File: src/rtl/div_unit_pkg.sv
// Shared CPU package: divider opcodes, FSM states and operand helpers.
package div_unit_pkg;

   localparam int unsigned DIV_DATA_W = 32;
   localparam int unsigned DIV_ITERS  = 32;

   // Opcode bit 0 selects unsigned, bit 1 selects remainder.
   typedef enum logic [1:0] {
      DIV_W  = 2'b00,
      DIV_WU = 2'b01,
      MOD_W  = 2'b10,
      MOD_WU = 2'b11
   } div_op_e;

   typedef enum logic [1:0] {
      IDLE = 2'b00,
      CALC = 2'b01,
      DONE = 2'b10
   } div_state_e;

   // True for the two signed opcodes.
   function automatic logic op_is_signed(input div_op_e op);
      return (op == DIV_W) || (op == MOD_W);
   endfunction

   // Two's-complement magnitude; unsigned operands pass through untouched.
   function automatic logic [DIV_DATA_W-1:0] magnitude(input logic [DIV_DATA_W-1:0] x,
                                                       input logic is_signed);
      return (is_signed && x[DIV_DATA_W-1]) ? (~x + 1'b1) : x;
   endfunction

endpackage

File: src/rtl/div_unit.sv
// Iterative 32-bit divider: radix-2 restoring, one quotient bit per cycle,
// result presented with a valid/ready handshake and cancellable by flush.
module div_unit
   import div_unit_pkg::*;
#(
   parameter int WIDTH = 32
) (
   input  logic             clk,
   input  logic             resetn,
   input  logic             flush,
   input  logic             div_valid,
   output logic             div_ready,
   input  logic [1:0]       div_op,
   input  logic [WIDTH-1:0] div_src1,
   input  logic [WIDTH-1:0] div_src2,
   output logic             div_out_valid,
   input  logic             div_out_ready,
   output logic [WIDTH-1:0] div_result
);

   localparam logic [5:0] LAST_CNT = 6'(DIV_ITERS);

   div_state_e       r_state;
   div_state_e       w_next;
   logic [5:0]       r_cnt;
   div_op_e          r_op;
   logic [WIDTH-1:0] r_src1;
   logic [WIDTH-1:0] r_dsor;
   logic [WIDTH-1:0] r_quo;
   logic [WIDTH-1:0] r_rem;
   logic             r_neg_q;
   logic             r_neg_r;
   logic             r_dz;
   logic [WIDTH-1:0] r_result;

   div_op_e          w_op;
   logic             w_signed;
   logic             w_accept;
   logic             w_iter;
   logic             w_finish;
   logic [WIDTH:0]   w_shift;
   logic [WIDTH:0]   w_diff;
   logic             w_qbit;
   logic [WIDTH-1:0] w_rem_nxt;
   logic [WIDTH-1:0] w_final;

   assign w_op     = div_op_e'(div_op);
   assign w_signed = op_is_signed(w_op);
   assign w_accept = (r_state == IDLE) && div_valid && !flush;
   assign w_iter   = (r_state == CALC) && (r_cnt != LAST_CNT);
   assign w_finish = (r_state == CALC) && (r_cnt == LAST_CNT) && !flush;

   // Restoring step: shift in next dividend bit, keep the difference if non-negative.
   always_comb begin
      w_shift   = {r_rem, r_quo[WIDTH-1]};
      w_diff    = w_shift - {1'b0, r_dsor};
      w_qbit    = ~w_diff[WIDTH];
      w_rem_nxt = w_qbit ? w_diff[WIDTH-1:0] : w_shift[WIDTH-1:0];
   end

   // Sign fixup and divide-by-zero substitution on the finished magnitudes.
   always_comb begin
      w_final = '0;
      unique case (r_op)
         DIV_W, DIV_WU: w_final = r_dz ? '1     : (r_neg_q ? (~r_quo + 1'b1) : r_quo);
         MOD_W, MOD_WU: w_final = r_dz ? r_src1 : (r_neg_r ? (~r_rem + 1'b1) : r_rem);
         default:       w_final = '0;
      endcase
   end

   // State register.
   always_ff @(posedge clk or negedge resetn) begin
      if (!resetn) r_state <= IDLE;
      else         r_state <= w_next;
   end

   // Next state and handshake outputs; flush beats any accept or consume.
   always_comb begin
      w_next        = r_state;
      div_ready     = 1'b0;
      div_out_valid = 1'b0;
      unique case (r_state)
         IDLE: begin
            div_ready = 1'b1;
            if (w_accept) w_next = CALC;
         end
         CALC: begin
            if (flush)                  w_next = IDLE;
            else if (r_cnt == LAST_CNT) w_next = DONE;
         end
         DONE: begin
            div_out_valid = 1'b1;
            if (flush || div_out_ready) w_next = IDLE;
         end
         default: w_next = IDLE;
      endcase
   end

   // Operand capture on accept, then one restoring iteration per CALC cycle.
   always_ff @(posedge clk or negedge resetn) begin
      if (!resetn) begin
         r_cnt   <= '0;
         r_op    <= DIV_W;
         r_src1  <= '0;
         r_dsor  <= '0;
         r_quo   <= '0;
         r_rem   <= '0;
         r_neg_q <= 1'b0;
         r_neg_r <= 1'b0;
         r_dz    <= 1'b0;
      end else if (w_accept) begin
         r_cnt   <= '0;
         r_op    <= w_op;
         r_src1  <= div_src1;
         r_dsor  <= magnitude(div_src2, w_signed);
         r_quo   <= magnitude(div_src1, w_signed);
         r_rem   <= '0;
         r_neg_q <= w_signed && (div_src1[WIDTH-1] ^ div_src2[WIDTH-1]);
         r_neg_r <= w_signed && div_src1[WIDTH-1];
         r_dz    <= (div_src2 == '0);
      end else if (flush) begin
         r_cnt   <= '0;
      end else if (w_iter) begin
         r_cnt   <= r_cnt + 6'd1;
         r_rem   <= w_rem_nxt;
         r_quo   <= {r_quo[WIDTH-2:0], w_qbit};
      end
   end

   // Result register: loaded on entry to DONE, zero whenever no result is offered.
   always_ff @(posedge clk or negedge resetn) begin
      if (!resetn)                                  r_result <= '0;
      else if (flush)                               r_result <= '0;
      else if (w_finish)                            r_result <= w_final;
      else if (r_state == DONE && div_out_ready)    r_result <= '0;
   end

   assign div_result = r_result;

endmodule

File: config.mk
export PLATFORM = sky130hd
export DESIGN_NAME = div_unit
export DESIGN_NICKNAME = d
export VERILOG_FILES = /design/src/rtl/div_unit_pkg.sv /design/src/rtl/div_unit.sv
export SDC_FILE = /design/constraint.sdc
export NUM_CORES = 1
export LEC_CHECK = 0
export ABC_CLOCK_PERIOD_IN_PS = 9200
export CAP_MARGIN = 5
export CORE_ASPECT_RATIO = 0.75
export CORE_MARGIN = 3
export CORE_UTILIZATION = 57
export DETAILED_ROUTE_END_ITERATION = 8
export PLACE_DENSITY_LB_ADDON = 0.2
export SYNTH_ARGS = -nofsm -noshare
export SYNTH_HDL_FRONTEND = slang
export SYNTH_SLANG_ARGS = --single-unit
File: constraint.sdc
create_clock -name clk -period 9.2 [get_ports clk]
set_input_delay 1.84 -clock clk [delete_from_list [all_inputs] [get_ports clk]]
set_output_delay 1.84 -clock clk [all_outputs]
set_load 0.01 [all_outputs]
==> reports/metrics.yaml, run 1 <==
run_status:
  status: "finished clean"
clocking:
  clk_latency_ns: 0.44
  numCtsBuffers: 17
  cts_max_path_buffers: 2
  cts_setup_buffers: 0
  cts_hold_buf: 0
  path_clk_slew_ns: 0.08
  ctsResizeCount: 0
  htreeDepth: 4
  cts_num_sinks: 172
  root_buffer: "clkbuf_16"
  cts_tree: "done"
yosys:
  synth_top_family_by_area: "compound AO/OA/AOI/OAI gates"
  synth_seq_cells: 172
  synthMuxAreaShare: 0.0171
  async_reset_ff_frac: 1.00
  yosysSeqAreaShare: 0.367
  synth-xor-area-share: 0.111
  synth_cell_type_count: 74
  synth_area_sq_mm: 0.0117
  syn-num-nets: 1556
  avgSynthCellArea_sq_um: 8.11
  synthCells: 1446
  synthAdderAreaFrac: 0.0423
  synth_compound_area_frac: 0.211
  yosysWarnings: 0
  synth-simple-area-share: 0.205
  ys.flop_type: "dfrtp_1"
  synth_edf_count: 0
sta:
  hold_ws_ns: 0.477
  clock.fmax_mhz: 212
  drv_slew: 0
  rsz0062_at_grt: "false"
  fin_crit_ns: 4.72
  finalHoldViolCount: 0
  tightestPinTransition_ns: 1.06
  finalSetupTns_ns: 0
  worst_slack_ns: 4.48
  relSlewSlack: 0.291
  fin_skew_ns: 0.0125
  fin_crit_sh: 0.513
  final-setup-viol-count: 0
floorplan:
  dieArea_sq_mm: 0.0223
  dieHeight_um: 130
  placement_rows: 44
  pin_count: 105
  initial_core_util: 0.593
  core_area_sq_mm: 0.0198
  die_w_um: 172
global_routing:
  overflow: 0
  antenna_found_initial: 1
  grt_start_max_net_pins: 103
  grt_pass1_vias: 10300
  grt_pass1_wl_um: 55500
  gr-usage-all-layers: 0.316
critical_path:
  worstSetupPathType: "reg2reg"
  worstPathArrival_ns: 5.00
  critPathMaxFanout: 43
  cp.required_ns: 9.48
  crit_path_end_kind: "register"
  cp-start-kind: "register"
drt:
  wl_per_cell_um: 19.6
  drc_errors: 0
  first_pass_iters: 5
  ant_nets: 0
  drt_iter0_drc: 1174
  viasPerCell: 6.25
  wl_um: 34700
  vias: 11100
final_layout:
  drive_above_1_share: 0.0448
  nFillCells: 1580
  finalNonFillerCells: 1772
  nets: 1616
  multi_input_area_sq_mm: 0.00691
  final-seq-area_sq_mm: 0.00430
  area_delta_synth_final_pct: 15.3
  antenna_cells: 0
place:
  port_buffers: 104
  place_ws_ns: 4.57
  dp_hpwl_um: 24900
  dp.cells: 1740
  place.gp.congestion: 1.07
flow_run:
  maxCapViolCount: 0
power_and_ir_drop:
  powerDensity_mw_per_mm2: 173
  peakVddDrop_uv: 139
  leakage_nw: 6.16
worst_hold_path:
  min_path_type: "reg2reg"
-- final timing paths --
check / depth (start not counted) / to / slack [ns] / start
max in group asynchronous: 2 / r_src1[28] / 6.18 / resetn
min in group asynchronous: 1 / r_dsor[0] / 1.52 / resetn
min: 2 / r_src1[30] / 0.48 / r_src1[30]
max: 13 / r_quo[0] / 4.48 / r_quo[31]
min reg2reg: 2 / r_src1[30] / 0.48 / r_src1[30]
max reg2reg: 13 / r_quo[0] / 4.48 / r_quo[31]
-- area by class of cell --
class / count / share of cell area
timing repair buffer: 117 / 0.0843
tap: 253 / 0.0234
clock buffer: 17 / 0.0315
inverter: 62 / 0.0172
sequential: 172 / 0.318
clock inverter: 15 / 0.0145
multi-input combinational: 1136 / 0.511
-- logic make-up (layout without fill, tap and decap cells) --
kind of cell | after synthesis | count (layout)
simple gates | 542 | 542
compound gates | 387 | 387
xor+xnor | 148 | 148
fa+ha+maj | 39 | 39
flops | 172 | 172
buf+inv | 138 | 211
mux | 20 | 20
-- metal layers --
| layer | vias to the layer above | wire length [um] | GRT usage |
|---|---|---|---|
| met2 | 526 | 14800 | 0.457 |
| met1 | 5277 | 15700 | 0.472 |
| li1 | 5193 | - | - |
| met3 | 77 | 3280 | 0.0739 |
| met4 | 2 | 880 | 0.0965 |
| met5 | - | 11 | 0 |
-- synth_stat cells (4+ instances only) --
master    instances  area, sq um
a221oi_1          6         52.6
inv_1            62          233
o31ai_1          27          203
nor4_1           12         75.1
nor2_1          101          379
a21boi_0          4         30.0
o41ai_1          12          105
mux2i_1          20          200
a21o_1           16          120
o21ai_0         128          641
nand3_1          31          155
a21oi_1          73          365
nand4_1           4         25.0
or3_1             9         56.3
o21a_1            4         30.0
or4_1            13         97.6
nand2b_1          7         43.8
o221ai_1         12          105
a32o_1            6         60.1
o311ai_0          7         61.3
a211oi_1          8         60.1
buf_1             6         22.5
xor2_1           77          674
or4_4             4         45.0
nor2b_1          14         87.6
dfrtp_1         172         4300
xnor2_1          71          622
a31oi_1          37          231
nor3_1           17         85.1
o211ai_1         10         75.1
and3_1           10         62.6
a22o_1            8         70.1
ha_1             38          475
clkbuf_1         65          244
nand2_1         296         1110
a32oi_1           5         43.8
and2_1            8         50.1
-- layout by cell type (no fill, tap or decap), types with 7 or more instances in the layout --
master,Yosys,layout
nor2b_1,14,13
or4_1,13,13
a211oi_1,8,7
and2_1,8,8
nand2_1,296,295
nor4_1,12,12
a21oi_1,73,73
o21ai_0,128,128
clkdlybuf4s50_1,0,103
xnor2_1,71,70
a21o_1,16,16
nor3_1,17,17
o311ai_0,7,7
or3_1,9,9
o31ai_1,27,27
inv_1,62,62
a22o_1,8,8
o211ai_1,10,10
clkbuf_16,0,17
nor2_1,101,100
o221ai_1,12,12
and3_1,10,10
nand2b_1,7,7
buf_4,2,13
o41ai_1,12,12
mux2i_1,20,20
xor2_1,77,77
a31oi_1,37,37
ha_1,38,38
dfrtp_1,172,172
nand3_1,31,31
-- power breakdown --
group          total [mW]  switching (mW)  internal (mW)  leakage, nW
Combinational       0.633           0.383          0.250         3.64
Clock               0.759           0.364          0.395        0.301
Sequential          0.952           0.103          0.850         2.22
Total                2.35           0.850           1.49         6.16
-- flip-flops by register name, summed over array words and instances (netlist names) --
register    flops
div_result     32
r_cnt           6
r_dsor         32
r_dz            1
r_neg_q         1
r_neg_r         1
r_op            1
r_quo          32
r_rem          32
r_src1         32
r_state         2
-- worst max-delay path, cell delays in order (launching register included) --
cell       delay [ns]
dfrtp_1          0.41
inv_1            0.14
ha_1             0.25
fa_1             0.44
nor2b_1          0.18
o2111ai_1        0.23
a31oi_1          0.26
a211o_1          0.23
a21oi_1          0.20
o311ai_1         0.89
xnor2_2          0.18
buf_4            0.49
or2_0            0.46
o221ai_1         0.19
-- per-stage QoR --
| stage | utilization | total power [mW] | instance area, sq um |
|---|---|---|---|
| 4_1_cts | 0.684 | 2.33 | 13500 |
| 3_3_place_gp | 0.653 | 1.56 | 12900 |
| 2_1_floorplan | - | 1.38 | 11700 |
| 3_5_place_dp | 0.653 | 1.58 | 12900 |
| 6_report | 0.684 | 2.35 | 13500 |
| 5_1_grt | 0.684 | 2.47 | 13500 |
Power figures use the tool's default switching activity.
==> inputs of run 2 (changes only) <==
Settings changed: ABC_CLOCK_PERIOD_IN_PS 9200 to 4700.
Clock period 9.2 ns to 4.7 ns, I/O delays scaled along.
==> run 2 against run 1 <==
Against the previous run:
- clock skew is 0.0022 ns lower
- first-iteration DRC count up 16%
- sequential share of layout area decreased by 0.13 points
- largest power group unchanged
- combinational power grew 100%
- sequential power is 99% higher
- non-clock buffer count is 1 higher
- highest routed layer is now met4
- final cell count is essentially flat
- power up 99%
- worst setup slack got worse by 3.8 ns
- fmax grew 16%
- die area stayed put
- via count increased by 1.9%
==> reports/metrics.yaml, run 2 (same netlist as run 1, synthesis figures left out) <==
final_layout:
  final_common_cell: "nand2_1"
  area_delta_synth_final_pct: 15.8
  nets: 1617  # +0.062%
  final_cell_mix: "nand2_1 (295), dfrtp_1 (172), o21ai_0 (128)"
  antenna_cells: 0  # unchanged
  drive_above_1_share: 0.0454  # +0.000628
  fin_util: 0.687  # +0.00285
drt:
  vias: 11300  # +1.9%
  viasPerCell: 6.36  # +1.8%
  wl_per_cell_um: 20.2  # +3.0%
  ant_nets: 0  # unchanged
  first_pass_iters: 5  # unchanged
  drt_iter0_drc: 1361  # +16%
  wl_um: 35800  # +3.0%
  drc_errors: 0  # unchanged
worst_hold_path:
  min_path_type: "reg2reg"
global_routing:
  grt_pass1_wl_um: 56400  # +1.6%
  gr-usage-all-layers: 0.324  # +0.00761
  antenna_found_initial: 0  # -1
  grt_pass1_vias: 10200  # -0.52%
  overflow: 0  # unchanged
  grt_start_max_net_pins: 109  # +5.8%
critical_path:
  worstPathArrival_ns: 4.43  # -0.57 ns
  slowest_stage: "or4_1"
  critPathMaxFanout: 4  # -91%
  crit_chain: "inv_1 > ha_1 > or3b_2 > nor4_1 > nand3b_1 > or4_1 > or4_1 > o31ai_1 > xor2_1 > a221oi_1 > a21o_1"
  path_buf_inv: 1  # -1
  critPathTopFamily: "simple AND/OR/NAND/NOR gates"
  worstSetupPathType: "reg2reg"
  cp.required_ns: 5.09  # -4.39 ns
  crit_path_end_kind: "register"
  cp-start-kind: "register"
  max_stage_delay_ns: 0.61  # -0.28 ns
  cp_common_cell: "or4_1"
clocking:
  cts_max_path_buffers: 2  # unchanged
  cts_setup_buffers: 0  # unchanged
  htreeDepth: 4  # unchanged
  root_buffer: "clkbuf_16"
  numCtsBuffers: 17  # unchanged
  ctsResizeCount: 0  # unchanged
  path_clk_slew_ns: 0.07  # about the same
  cts_num_sinks: 172  # unchanged
  cts_tree: "done"
  clk_latency_ns: 0.45  # about the same
  cts_hold_buf: 0  # unchanged
power_and_ir_drop:
  leakage_nw: 6.19  # +0.49%
  peakVddDrop_uv: 320  # +130%
  powerDensity_mw_per_mm2: 344  # +99%
sta:
  finalHoldViolCount: 0  # unchanged
  relSlewSlack: 0.277  # -0.0135
  tightestPinTransition_ns: 1.08  # +0.0180 ns
  final-setup-viol-count: 0  # unchanged
  fin_crit_sh: 0.861  # +0.349
  clock.fmax_mhz: 247  # +16%
  drv_slew: 0  # unchanged
  finalSetupTns_ns: 0  # unchanged
  fin_skew_ns: 0.0103  # -0.00218 ns
  rsz0062_at_grt: "false"
  hold_ws_ns: 0.472  # -0.00462 ns
  fin_crit_ns: 4.05  # -0.667 ns
floorplan:
  pin_count: 105  # unchanged
  dieArea_sq_mm: 0.0223  # unchanged
  placement_rows: 44  # unchanged
  dieHeight_um: 130  # unchanged
  initial_core_util: 0.593  # unchanged
  core_area_sq_mm: 0.0198  # unchanged
  die_w_um: 172  # unchanged
place:
  dp_hpwl_um: 26100  # +4.5%
  port_buffers: 104  # unchanged
  place.gp.congestion: 1.04  # -3.1%
flow_run:
  maxCapViolCount: 0  # unchanged
run_status:
  status: "finished clean"
## run 2: changes by cell type in the layout (fill, tap and decap cells not counted), sizes merged
cell / before / now
clkinv: 5 / 6
buf: 14 / 15
clkbuf: 17 / 18
clkinvlp: 1 / 0
inv: 70 / 68
bufinv: 1 / 2
## run 2: final timing paths
kind,startpoint,endpoint,slack (ns),depth (start not counted)
worst max-delay path,r_quo[0],div_result[28],0.65,11
worst min-delay path,div_result[13],div_result[13],0.47,2
worst max register to register,r_quo[0],div_result[28],0.65,11
worst min register to register,div_result[13],div_result[13],0.47,2
max in group asynchronous,resetn,r_src1[22],3.13,2
min in group asynchronous,resetn,r_dsor[6],0.64,1
## run 2: layout make-up
cell class	instances	area (sq um)
Tap cell	253	317
Inverter	62	233
Fill cell	1571	6190
Clock buffer	18	439
Multi-Input combinational cell	1136	6910
Timing Repair Buffer	118	1200
Sequential cell	172	4300
Clock inverter	14	181
## run 2: worst reg2reg max path, cell delays in order (launching register included)
cell      delay [ns]
dfrtp_1         0.41
inv_1           0.13
ha_1            0.20
or3b_2          0.50
nor4_1          0.44
nand3b_1        0.21
or4_1           0.57
or4_1           0.61
o31ai_1         0.30
xor2_1          0.10
a221oi_1        0.39
a21o_1          0.13
## run 2: where the power goes
group	internal, mW	switching [mW]	total [mW]
registers	1.66	0.228	1.89
logic	0.495	0.790	1.28
clock network	0.822	0.678	1.50
## run 2: per-stage QoR
step	total power, mW	setup slack (ns)	cell area [sq um]	cells
floorplan	2.70	1.33	11700	1446
finish	4.68	0.652	13600	1773
global placement	3.11	0.760	13000	1741
CTS	4.64	0.736	13600	1773
global route	4.91	0.445	13600	1773
detailed placement	3.14	0.645	13000	1741
## run 2: per-layer routing
layer  wire, um  global-route usage  up-vias
met4        760              0.0851        0
met5          0                   0        -
li1           -                   -     5214
met2      15100               0.459      561
met3       3910              0.0803       66
met1      16000               0.494     5441
==> inputs of run 3 (changes only) <==
Settings changed: CORE_UTILIZATION 57 to 59, CTS_BUF_LIST set to sky130_fd_sc_hd__clkbuf_8 sky130_fd_sc_hd__clkbuf_16.
==> run 3 against run 2 <==
Against the previous run:
- hold slack worse by 0.00080 ns
- routed wire length is 1.7% lower
- count of clock-buffer cells in the layout is 1 lower
- clock skew is essentially flat
- flip-flop and latch count is the same
- sequential share of layout area hardly changed
- power fell by 2.3%
- fmax rose by 0.98%
==> reports/metrics.yaml, run 3 (same netlist as run 1, synthesis figures left out) <==
final_layout:
  final-seq-area_sq_mm: 0.00430  # unchanged
  area_delta_synth_final_pct: 15.7
  nets: 1621  # +0.25%
  drive_above_1_share: 0.0479  # +0.00251
  fin_util: 0.714  # +0.0271
  final_common_cell: "nand2_1"
  finalInstanceArea_sq_mm: 0.0136  # -0.12%
  nFillCells: 1532  # -2.5%
  final_cell_mix: "nand2_1 (295), dfrtp_1 (172), o21ai_0 (128)"
  finalNonFillerCells: 1772  # -0.056%
  multi_input_area_sq_mm: 0.00691  # unchanged
worst_hold_path:
  min_path_type: "reg2reg"
place:
  port_buffers: 104  # unchanged
  place_area_sq_mm: 0.0130  # about the same
  place_ws_ns: 0.836  # +0.191 ns
  dp.cells: 1739  # -0.11%
  place.gp.congestion: 0.975  # -6.0%
  dp_hpwl_um: 25400  # -2.7%
sta:
  worst_slack_ns: 0.691  # +0.0393 ns
  hold_ws_ns: 0.471  # -0.000803 ns
  fin_crit_sh: 0.853  # -0.00837
  clock.fmax_mhz: 249  # +0.98%
  final-setup-viol-count: 0  # unchanged
  rsz0062_at_grt: "false"
  fin_crit_ns: 4.01  # -0.0393 ns
  drv_slew: 0  # unchanged
  finalHoldViolCount: 0  # unchanged
  relSlewSlack: 0.282  # +0.00424
  finalSetupTns_ns: 0  # unchanged
  tightestPinTransition_ns: 1.08  # -0.00413 ns
  fin_skew_ns: 0.0100  # -0.000323 ns
drt:
  drt_iter0_drc: 1348  # -0.96%
  ant_nets: 0  # unchanged
  viasPerCell: 6.41  # +0.69%
  wl_per_cell_um: 19.8  # -1.6%
  first_pass_iters: 5  # unchanged
  vias: 11400  # +0.64%
  drc_errors: 0  # unchanged
  wl_um: 35200  # -1.7%
floorplan:
  initial_core_util: 0.617  # +0.0241
  placement_rows: 43  # -2.3%
  dieArea_sq_mm: 0.0216  # -3.3%
  pin_count: 105  # unchanged
  dieHeight_um: 128  # -1.6%
  core_area_sq_mm: 0.0190  # -3.9%
  die_w_um: 169  # -1.6%
power_and_ir_drop:
  combPwrFrac: 0.270  # -0.005
  peakVddDrop_uv: 245  # -24%
  seqPwrFrac: 0.412  # +0.008
  internal_power_mw: 2.92  # -2.1%
  power.switching_mw: 1.65  # -2.6%
  powerDensity_mw_per_mm2: 337  # -2.2%
  p_total_mw: 4.57  # -2.3%
  leakage_nw: 6.18  # -0.14%
  pwr-share-clk: 0.317  # -0.004
  swShare: 0.361  # -0.00133
global_routing:
  gr-usage-all-layers: 0.323  # -0.000463
  antenna_found_initial: 2  # +2
  grt_pass1_vias: 10300  # +0.75%
  grt_start_max_net_pins: 106  # -2.8%
  overflow: 0  # unchanged
  grt_pass1_wl_um: 56000  # -0.73%
critical_path:
  worstSetupPathType: "reg2reg"
  critPathMaxFanout: 4  # unchanged
  cp-start-kind: "register"
  cp.required_ns: 5.08  # about the same
  crit_path_end_kind: "register"
  worstPathArrival_ns: 4.39  # -0.04 ns
clocking:
  root_buffer: "clkbuf_16"
  ctsResizeCount: 0  # unchanged
  htreeDepth: 4  # unchanged
  cts_num_sinks: 172  # unchanged
  cts_max_path_buffers: 2  # unchanged
  numCtsBuffers: 17  # unchanged
  cts_setup_buffers: 0  # unchanged
  cts_hold_buf: 0  # unchanged
  clk_latency_ns: 0.44  # about the same
  path_clk_slew_ns: 0.07  # about the same
  cts_tree: "done"
flow_run:
  maxCapViolCount: 0  # unchanged
run_status:
  status: "finished clean"
run 3: cell types whose count changed in the layout (fill, tap and decap cells not counted), sizes merged:
cell / delta
buf: +4
clkinv: -4
inv: +4
clkinvlp: +2
bufinv: -1
clkbuf: -1
diode: +1
run 3: metal layers:
layer | part of all wire | vias to the layer above | track usage
li1 | - | 5225 | -
met1 | 0.44 | 5450 | 0.488
met2 | 0.43 | 591 | 0.472
met3 | 0.10 | 86 | 0.0580
met5 | 0.00037 | - | 0
met4 | 0.030 | 2 | 0.104
run 3: worst max-delay path, cell delays in order (launching register included):
cell and delay, ns:
dfrtp_1 0.41, inv_1 0.12, ha_1 0.18, or3b_2 0.48, nor4_1 0.54, nand3b_1 0.27
or4_1 0.59, or4_1 0.56, o31ai_1 0.27, xor2_1 0.11, a221oi_1 0.31, a21o_1 0.11
run 3: worst paths after layout:
path	from	endpoint	slack, ns	cells past startpoint
setup / recovery	r_quo[0]	div_result[28]	0.69	11
hold / removal	div_result[14]	div_result[14]	0.47	2
setup reg to reg	r_quo[0]	div_result[28]	0.69	11
hold reg to reg	div_result[14]	div_result[14]	0.47	2
max in group asynchronous	resetn	r_quo[29]	3.13	2
min in group asynchronous	resetn	r_dsor[1]	0.63	1
run 3: layout make-up:
class                           instances  share of cell area
Multi-Input combinational cell       1136               0.509
Antenna cell                            1            0.000185
Inverter                               62              0.0172
Tap cell                              247              0.0228
Sequential cell                       172               0.317
Timing Repair Buffer                  122              0.0896
Clock inverter                         15              0.0123
Clock buffer                           17              0.0314
run 3: power by group through the flow:
stage / clock (mW) / sequential, mW / combinational (mW)
after floorplan: 0 / 1.82 / 0.874
after global placement: 0 / 1.89 / 1.17
after detailed placement: 0 / 1.90 / 1.21
after CTS: 1.46 / 1.87 / 1.22
after global routing: 1.53 / 1.91 / 1.36
final: 1.45 / 1.88 / 1.24
